**config.mk**
```make
export PLATFORM = sky130hd
export DESIGN_NAME = alu_arbiter_flat
export DESIGN_NICKNAME = d
export VERILOG_FILES = /design/src/rtl/alu_arbiter_if.sv /design/src/rtl/alu_arbiter.sv /design/src/flat_wrapper.sv
export SDC_FILE = /design/constraint.sdc
export NUM_CORES = 1
export LEC_CHECK = 0
export ABC_CLOCK_PERIOD_IN_PS = 3350
export CORE_MARGIN = 2
export CORE_UTILIZATION = 44
export CTS_CLUSTER_SIZE = 16
export DETAILED_ROUTE_END_ITERATION = 6
export GPL_ROUTABILITY_DRIVEN = 0
export GPL_TIMING_DRIVEN = 0
export PLACE_DENSITY_LB_ADDON = 0.15
export SLEW_MARGIN = 20
export SYNTH_ARGS = -nofsm -noshare
export SYNTH_HDL_FRONTEND = slang
export SYNTH_SLANG_ARGS = --single-unit
```
**constraint.sdc**
```tcl
create_clock -name clk_100MHz -period 3.35 [get_ports clk_100MHz]
set_input_delay 0.67 -clock clk_100MHz [delete_from_list [all_inputs] [get_ports clk_100MHz]]
set_output_delay 0.67 -clock clk_100MHz [all_outputs]
set_load 0.005 [all_outputs]
```
**src/rtl/alu_arbiter_if.sv**
```systemverilog
// Bus bundle between the requesters, the round-robin ALU arbiter and the
// shared combinational ALU core. The arbiter connects through the slave
// modport; requesters and the ALU core connect through the master modport.
interface alu_arbiter_if #(
  parameter int N_REQ = 4,
  parameter int WIDTH = 6,
  parameter int OP_W  = 3
);
  // requester side
  logic [N_REQ-1:0]       req;
  logic [N_REQ*WIDTH-1:0] req_a;
  logic [N_REQ*WIDTH-1:0] req_b;
  logic [N_REQ*OP_W-1:0]  req_op;
  logic [N_REQ-1:0]       gnt;
  logic                   done;
  logic [WIDTH-1:0]       result;
  logic                   err;
  logic                   busy;
  logic [7:0]             op_count;
  logic [7:0]             err_count;
  // ALU core side
  logic [WIDTH-1:0]       alu_a;
  logic [WIDTH-1:0]       alu_b;
  logic [OP_W-1:0]        alu_op;
  logic [WIDTH-1:0]       alu_result;
  logic                   alu_err;

  modport slave (
    input  req, req_a, req_b, req_op, alu_result, alu_err,
    output gnt, done, result, err, busy, op_count, err_count,
           alu_a, alu_b, alu_op
  );

  modport master (
    output req, req_a, req_b, req_op, alu_result, alu_err,
    input  gnt, done, result, err, busy, op_count, err_count,
           alu_a, alu_b, alu_op
  );
endinterface

```
**src/rtl/alu_arbiter.sv**
```systemverilog
// Round-robin arbiter/sequencer sharing one combinational ALU core between
// N_REQ requesters. One operation takes three cycles: grant (operands are
// latched into the ALU registers), execute (ALU output captured, done raised),
// and done (grant held while done is visible, then released).
module alu_arbiter #(
  parameter int N_REQ = 4,
  parameter int WIDTH = 6,
  parameter int OP_W  = 3
) (
  input  logic          clk_100MHz,
  input  logic          reset,
  alu_arbiter_if.slave  bus
);

  localparam int PTR_W = (N_REQ > 1) ? $clog2(N_REQ) : 1;

  localparam logic [1:0] ST_IDLE = 2'd0;
  localparam logic [1:0] ST_EXEC = 2'd1;
  localparam logic [1:0] ST_DONE = 2'd2;

  logic [1:0]       state_r;
  logic [PTR_W-1:0] ptr_r;
  logic [PTR_W-1:0] win_r;
  logic [N_REQ-1:0] gnt_r;
  logic             done_r;
  logic             busy_r;
  logic [WIDTH-1:0] result_r;
  logic             err_r;
  logic [WIDTH-1:0] alu_a_r;
  logic [WIDTH-1:0] alu_b_r;
  logic [OP_W-1:0]  alu_op_r;
  logic [7:0]       op_count_r;
  logic [7:0]       err_count_r;

  logic             found_s;
  logic [PTR_W-1:0] idx_s;
  logic [PTR_W-1:0] winner_s;
  logic [N_REQ-1:0] gnt_s;
  logic [WIDTH-1:0] sel_a_s;
  logic [WIDTH-1:0] sel_b_s;
  logic [OP_W-1:0]  sel_op_s;
  logic [PTR_W-1:0] ptr_next_s;

  // Round-robin search: first asserted request at or above the pointer, wrapping.
  always_comb begin
    found_s  = 1'b0;
    idx_s    = {PTR_W{1'b0}};
    winner_s = {PTR_W{1'b0}};
    for (int i = 0; i < N_REQ; i++) begin
      idx_s = PTR_W'((int'(ptr_r) + i) % N_REQ);
      if (!found_s && bus.req[idx_s]) begin
        found_s  = 1'b1;
        winner_s = idx_s;
      end else begin
        found_s  = found_s;
      end
    end
  end

  // Select the winner's operand fields and build its one-hot grant.
  always_comb begin
    sel_a_s  = {WIDTH{1'b0}};
    sel_b_s  = {WIDTH{1'b0}};
    sel_op_s = {OP_W{1'b0}};
    gnt_s    = {N_REQ{1'b0}};
    for (int i = 0; i < N_REQ; i++) begin
      if (winner_s == PTR_W'(i)) begin
        sel_a_s  = bus.req_a[i*WIDTH +: WIDTH];
        sel_b_s  = bus.req_b[i*WIDTH +: WIDTH];
        sel_op_s = bus.req_op[i*OP_W +: OP_W];
        gnt_s[i] = 1'b1;
      end else begin
        gnt_s[i] = 1'b0;
      end
    end
  end

  // Pointer moves one past the last winner, wrapping at N_REQ-1.
  always_comb begin
    if (win_r == PTR_W'(N_REQ - 1)) begin
      ptr_next_s = {PTR_W{1'b0}};
    end else begin
      ptr_next_s = win_r + PTR_W'(1);
    end
  end

  // Sequencer FSM: grant, execute/capture, done, back to idle.
  always_ff @(posedge clk_100MHz or posedge reset) begin
    if (reset) begin
      state_r     <= ST_IDLE;
      ptr_r       <= {PTR_W{1'b0}};
      win_r       <= {PTR_W{1'b0}};
      gnt_r       <= {N_REQ{1'b0}};
      done_r      <= 1'b0;
      busy_r      <= 1'b0;
      result_r    <= {WIDTH{1'b0}};
      err_r       <= 1'b0;
      alu_a_r     <= {WIDTH{1'b0}};
      alu_b_r     <= {WIDTH{1'b0}};
      alu_op_r    <= {OP_W{1'b0}};
      op_count_r  <= 8'd0;
      err_count_r <= 8'd0;
    end else begin
      case (state_r)
        ST_IDLE: begin
          if (found_s) begin
            gnt_r    <= gnt_s;
            win_r    <= winner_s;
            alu_a_r  <= sel_a_s;
            alu_b_r  <= sel_b_s;
            alu_op_r <= sel_op_s;
            busy_r   <= 1'b1;
            state_r  <= ST_EXEC;
          end else begin
            state_r  <= ST_IDLE;
          end
        end
        ST_EXEC: begin
          result_r   <= bus.alu_result;
          err_r      <= bus.alu_err;
          done_r     <= 1'b1;
          op_count_r <= op_count_r + 8'd1;
          if (bus.alu_err && (err_count_r != 8'hFF)) begin
            err_count_r <= err_count_r + 8'd1;
          end else begin
            err_count_r <= err_count_r;
          end
          state_r    <= ST_DONE;
        end
        ST_DONE: begin
          done_r  <= 1'b0;
          gnt_r   <= {N_REQ{1'b0}};
          busy_r  <= 1'b0;
          ptr_r   <= ptr_next_s;
          state_r <= ST_IDLE;
        end
        default: begin
          done_r  <= 1'b0;
          gnt_r   <= {N_REQ{1'b0}};
          busy_r  <= 1'b0;
          state_r <= ST_IDLE;
        end
      endcase
    end
  end

  assign bus.gnt       = gnt_r;
  assign bus.done      = done_r;
  assign bus.busy      = busy_r;
  assign bus.result    = result_r;
  assign bus.err       = err_r;
  assign bus.alu_a     = alu_a_r;
  assign bus.alu_b     = alu_b_r;
  assign bus.alu_op    = alu_op_r;
  assign bus.op_count  = op_count_r;
  assign bus.err_count = err_count_r;

endmodule

```
**src/flat_wrapper.sv**
```systemverilog
// flat-port wrapper written by rule: the top's interface ports become plain ports
module alu_arbiter_flat 
#(
  parameter int N_REQ = 4,
  parameter int WIDTH = 6,
  parameter int OP_W  = 3
)
  (clk_100MHz, reset, bus_req, bus_req_a, bus_req_b, bus_req_op, bus_alu_result, bus_alu_err, bus_gnt, bus_done, bus_result, bus_err, bus_busy, bus_op_count, bus_err_count, bus_alu_a, bus_alu_b, bus_alu_op);
  alu_arbiter_if #(.N_REQ(N_REQ), .WIDTH(WIDTH), .OP_W(OP_W)) bus_i ();
  input  logic clk_100MHz;
  input  logic reset;
  input wire logic [$bits(bus_i.req)-1:0] bus_req;
  input wire logic [$bits(bus_i.req_a)-1:0] bus_req_a;
  input wire logic [$bits(bus_i.req_b)-1:0] bus_req_b;
  input wire logic [$bits(bus_i.req_op)-1:0] bus_req_op;
  input wire logic [$bits(bus_i.alu_result)-1:0] bus_alu_result;
  input wire logic [$bits(bus_i.alu_err)-1:0] bus_alu_err;
  output wire logic [$bits(bus_i.gnt)-1:0] bus_gnt;
  output wire logic [$bits(bus_i.done)-1:0] bus_done;
  output wire logic [$bits(bus_i.result)-1:0] bus_result;
  output wire logic [$bits(bus_i.err)-1:0] bus_err;
  output wire logic [$bits(bus_i.busy)-1:0] bus_busy;
  output wire logic [$bits(bus_i.op_count)-1:0] bus_op_count;
  output wire logic [$bits(bus_i.err_count)-1:0] bus_err_count;
  output wire logic [$bits(bus_i.alu_a)-1:0] bus_alu_a;
  output wire logic [$bits(bus_i.alu_b)-1:0] bus_alu_b;
  output wire logic [$bits(bus_i.alu_op)-1:0] bus_alu_op;
  assign bus_i.req = bus_req;
  assign bus_i.req_a = bus_req_a;
  assign bus_i.req_b = bus_req_b;
  assign bus_i.req_op = bus_req_op;
  assign bus_i.alu_result = bus_alu_result;
  assign bus_i.alu_err = bus_alu_err;
  assign bus_gnt = bus_i.gnt;
  assign bus_done = bus_i.done;
  assign bus_result = bus_i.result;
  assign bus_err = bus_i.err;
  assign bus_busy = bus_i.busy;
  assign bus_op_count = bus_i.op_count;
  assign bus_err_count = bus_i.err_count;
  assign bus_alu_a = bus_i.alu_a;
  assign bus_alu_b = bus_i.alu_b;
  assign bus_alu_op = bus_i.alu_op;
  alu_arbiter #(.N_REQ(N_REQ), .WIDTH(WIDTH), .OP_W(OP_W)) u_core (.clk_100MHz(clk_100MHz), .reset(reset), .bus(bus_i));
endmodule
```
==> results.md <==
- Outcome: complete, no violations
- Count leader, synth: dfrtp_1
- Yosys warnings: 0
- Worst Path Arrival: 3.11 ns
- ANT cells: 0
- Critical-path top delay cell: clkdlybuf4s50_1
- HPWL after detailed placement: 4.940 mm
- Top delay family on crit path: buffers and inverters
- Crit path required time: 3.54 ns
- Met2 usage: 0.3458
- Worst-path fanout max: 10
- RSZ-0062 raised after global routing: no
- Initial Util: 0.4531
- FILL cells: 444
- Slew Limit Fails: 0
- Startpoint types: input pin
- Vias: 2291
- CP Class: in -> reg
- Combinational family with the most area after synthesis: compound AO/OA/AOI/OAI gates
- CTS clk-pin slew, worst paths: 0.10 ns
- Root Buffer: clkbuf_8
- Top Ports: 117
- Count of cells resized by post-cts repair: 0
- Core ar.: 5507 um^2
- H-Tree Depth: 2
- Post-Synthesis Cells: 240
- CP max stage delay: 0.52 ns
- Top FF cell, synth: dfrtp_1
- Pre-Repair DR Iteration Count: 4
- Peak Freq: 342.5 MHz
- Post-synthesis compound-gate area fraction: 0.1830
- Critical Path, Cell by Cell: clkdlybuf4s50_1 > or2_2 > o31ai_4 > or2_2 > clkbuf_1 > clkinv_1 > clkbuf_1 > o211ai_1 > a22oi_1
- Port Buffers: 116
- Final Skew: 0.004917 ns
- Placement Setup Slack: -0.01625 ns
- Peak supply drop: 0.0004054 V
- Fin crit share: 0.8716
- Share of cells above drive strength 1: 0.07650
- DR DRC count: 0
- Async set or reset register ratio after synthesis: 1.000
- Relative slew slack: 0.6294
- Area share of the leading cell type in the synthesized netlist: 0.5015
- Met1 usage in global routing: 0.2728
- CTS sink count: 50
- First-pass GRT wire length: 10.41 mm
- Number of buffers and inverters on the critical path: 4
- Largest net degree at the start of global routing: 29
- Die area: 6288 um^2
- Hold Slack: 0.4717 ns
- Slew @ Worst Pin: 0.5559 ns
- Leading area contributor after synthesis: dfrtp_1
- Post-cts hold buffer count: 0
- Most instantiated cells after synthesis: dfrtp_1 (50), nand2_1 (34), o21ai_0 (14)
- Final min period: 2.920 ns
- Met3 Resource Use GR: 0.05341
- Worst hold path class: reg -> reg
- Routed length per instance: 14.81 um
- CP endpoint kind: register
- Final worst slack: 0.4301 ns
- Adder-cell share of the synthesized area: 0.01505
- Count of different cell masters after synthesis: 37
- Horiz. Die Dim: 79.30 um
- Die height: 79.30 um
- CTS buffer count: 5
- Post-synthesis sequential area ratio: 0.5015
- DR iter-0 viols: 132
- Yosys reg bits: 50
- CTS tree: done
- Post-layout nets: 441
- Syn avg cell area: 10.40 um^2
- Post-synthesis mux area share: 0.06921
- DRT antenna net count: 0
- Mapped cell area: 2495 um^2
- XOR/XNOR Fraction of Synth Area: 0.04915
- MaxCap Viol Count: 0
- Total GRT Usage: 0.2107
- Clk_lat worst skew: 0.30 ns
- Routed vias/inst: 5.231
- Synth top area cells: dfrtp_1 (50%), nand2_1 (5.1%), mux2_2 (4.5%)
- Final setup fails: 0
- Mapped Nets: 316
- Grt ovf: 0
- GRT busiest layer: met2
- Post-synth EDFFs: 0
- Register area: 1251 um^2
- Final Hold Vio Count: 0
- Initial antenna violation count: 0
- Clock buffer depth: 2
- Routed WL: 6.486 mm
- Power Dens Cells: 768.0 nW/um^2
- Syn-to-layout area delta: 55.12%
- Vias in the first global route: 2218
- Setup bufs post-CTS: 0
- Multi-input gate area: 1160 um^2
- Leak Pwr: 1.615 nW
- Placement Rows: 27
- Post-synthesis simple-gate area fraction: 0.1484
worst paths after layout:
kind                       depth (start not counted)                       to                   start  slack, ns
setup / recovery                                   9      u_core.bus.alu_a[1]              bus_req[0]       0.43
hold / removal                                     1   u_core.bus.op_count[7]  u_core.bus.op_count[7]       0.47
setup reg to reg                                   7      u_core.bus.alu_b[3]         u_core.ptr_r[1]       1.12
hold reg to reg                                    1   u_core.bus.op_count[7]  u_core.bus.op_count[7]       0.47
max in group asynchronous                          3          u_core.ptr_r[0]                   reset       2.07
min in group asynchronous                          2  u_core.bus.err_count[4]                   reset       0.74
worst reg2reg max path: cells and delay by family (launching register included):
kind	cells	cell delay, ns
buffers and inverters	2	0.48
AO/OA/AOI/OAI	4	1.08
flip-flops	1	0.37
AND/OR/NAND/NOR	1	0.20
stage by stage:
step           total power, W  setup TNS, ns  std cells    util  instance area [um^2]
6_report             0.002972              0        438  0.7028                  3870
5_1_grt              0.003210              0        438  0.7028                  3870
4_1_cts              0.002998              0        437  0.7019                  3865
3_5_place_dp         0.002612       -0.02623        429  0.6839                  3766
3_3_place_gp         0.002570       -0.01247        428  0.6803                  3746
2_1_floorplan        0.001841              0        240       -                  2495
layout by cell type (no fill, tap or decap), types with 3 or more instances in the layout:
master / instances
dfrtp_1: 50
ha_1: 3
clkbuf_8: 6
xnor2_1: 9
clkbuf_1: 10
nand3_1: 3
xor2_1: 5
nor2b_1: 5
nand4_1: 3
o211ai_1: 4
and2b_1: 9
o221ai_1: 11
nand2b_1: 7
o21ai_0: 14
a22oi_1: 4
nor2_1: 7
mux2_2: 10
mux2i_1: 6
nand2_1: 34
a21oi_1: 11
a211oi_1: 11
clkdlybuf4s50_1: 116
inv_1: 4
power by group:
part	switching (W)	leakage (nW)	internal, W	total [W]
sequential	0.000189	0.619	0.000873	0.00106
clock	0.000211	0.0478	0.000170	0.000381
combinational	0.000669	0.948	0.000860	0.00153
area by class of cell:
| type | count | area share |
|---|---|---|
| Sequential cell | 50 | 0.3233 |
| Timing Repair Buffer | 118 | 0.3065 |
| Multi-Input combinational cell | 171 | 0.2997 |
| Tap cell | 72 | 0.02328 |
| Clock buffer | 6 | 0.02134 |
| Buffer | 13 | 0.01584 |
| Inverter | 6 | 0.005820 |
| Clock inverter | 2 | 0.004203 |
routing by layer:
metal | wire length [um] | vias to the layer above | share of wire
met2 | 3188 | 82 | 0.49
met5 | 0 | - | 0
met3 | 437 | 11 | 0.067
met4 | 90 | 0 | 0.014
li1 | - | 1102 | -
met1 | 2770 | 1096 | 0.43
cell families (layout without fill, tap and decap cells):
| kind of cell | count (synthesis) | count (layout) |
|---|---|---|
| AO/OA/AOI/OAI | 64 | 64 |
| XOR/XNOR | 14 | 14 |
| adder cells (fa/ha/maj) | 3 | 3 |
| buffers and inverters | 19 | 145 |
| flip-flops | 50 | 50 |
| multiplexers | 16 | 16 |
| AND/OR/NAND/NOR | 74 | 74 |
state kept, by name, indices dropped and copies added, names as in the netlist:
register              count
u_core.win_r              2
u_core.bus.alu_a          6
u_core.bus.err            1
u_core.ptr_r              2
u_core.bus.done           1
u_core.bus.err_count      8
u_core.bus.alu_b          6
u_core.bus.gnt            4
u_core.bus.busy           1
u_core.bus.alu_op         3
u_core.bus.op_count       8
u_core.bus.result         6
u_core.state_r            2
No activity file was read; power rests on OpenSTA's default activity.
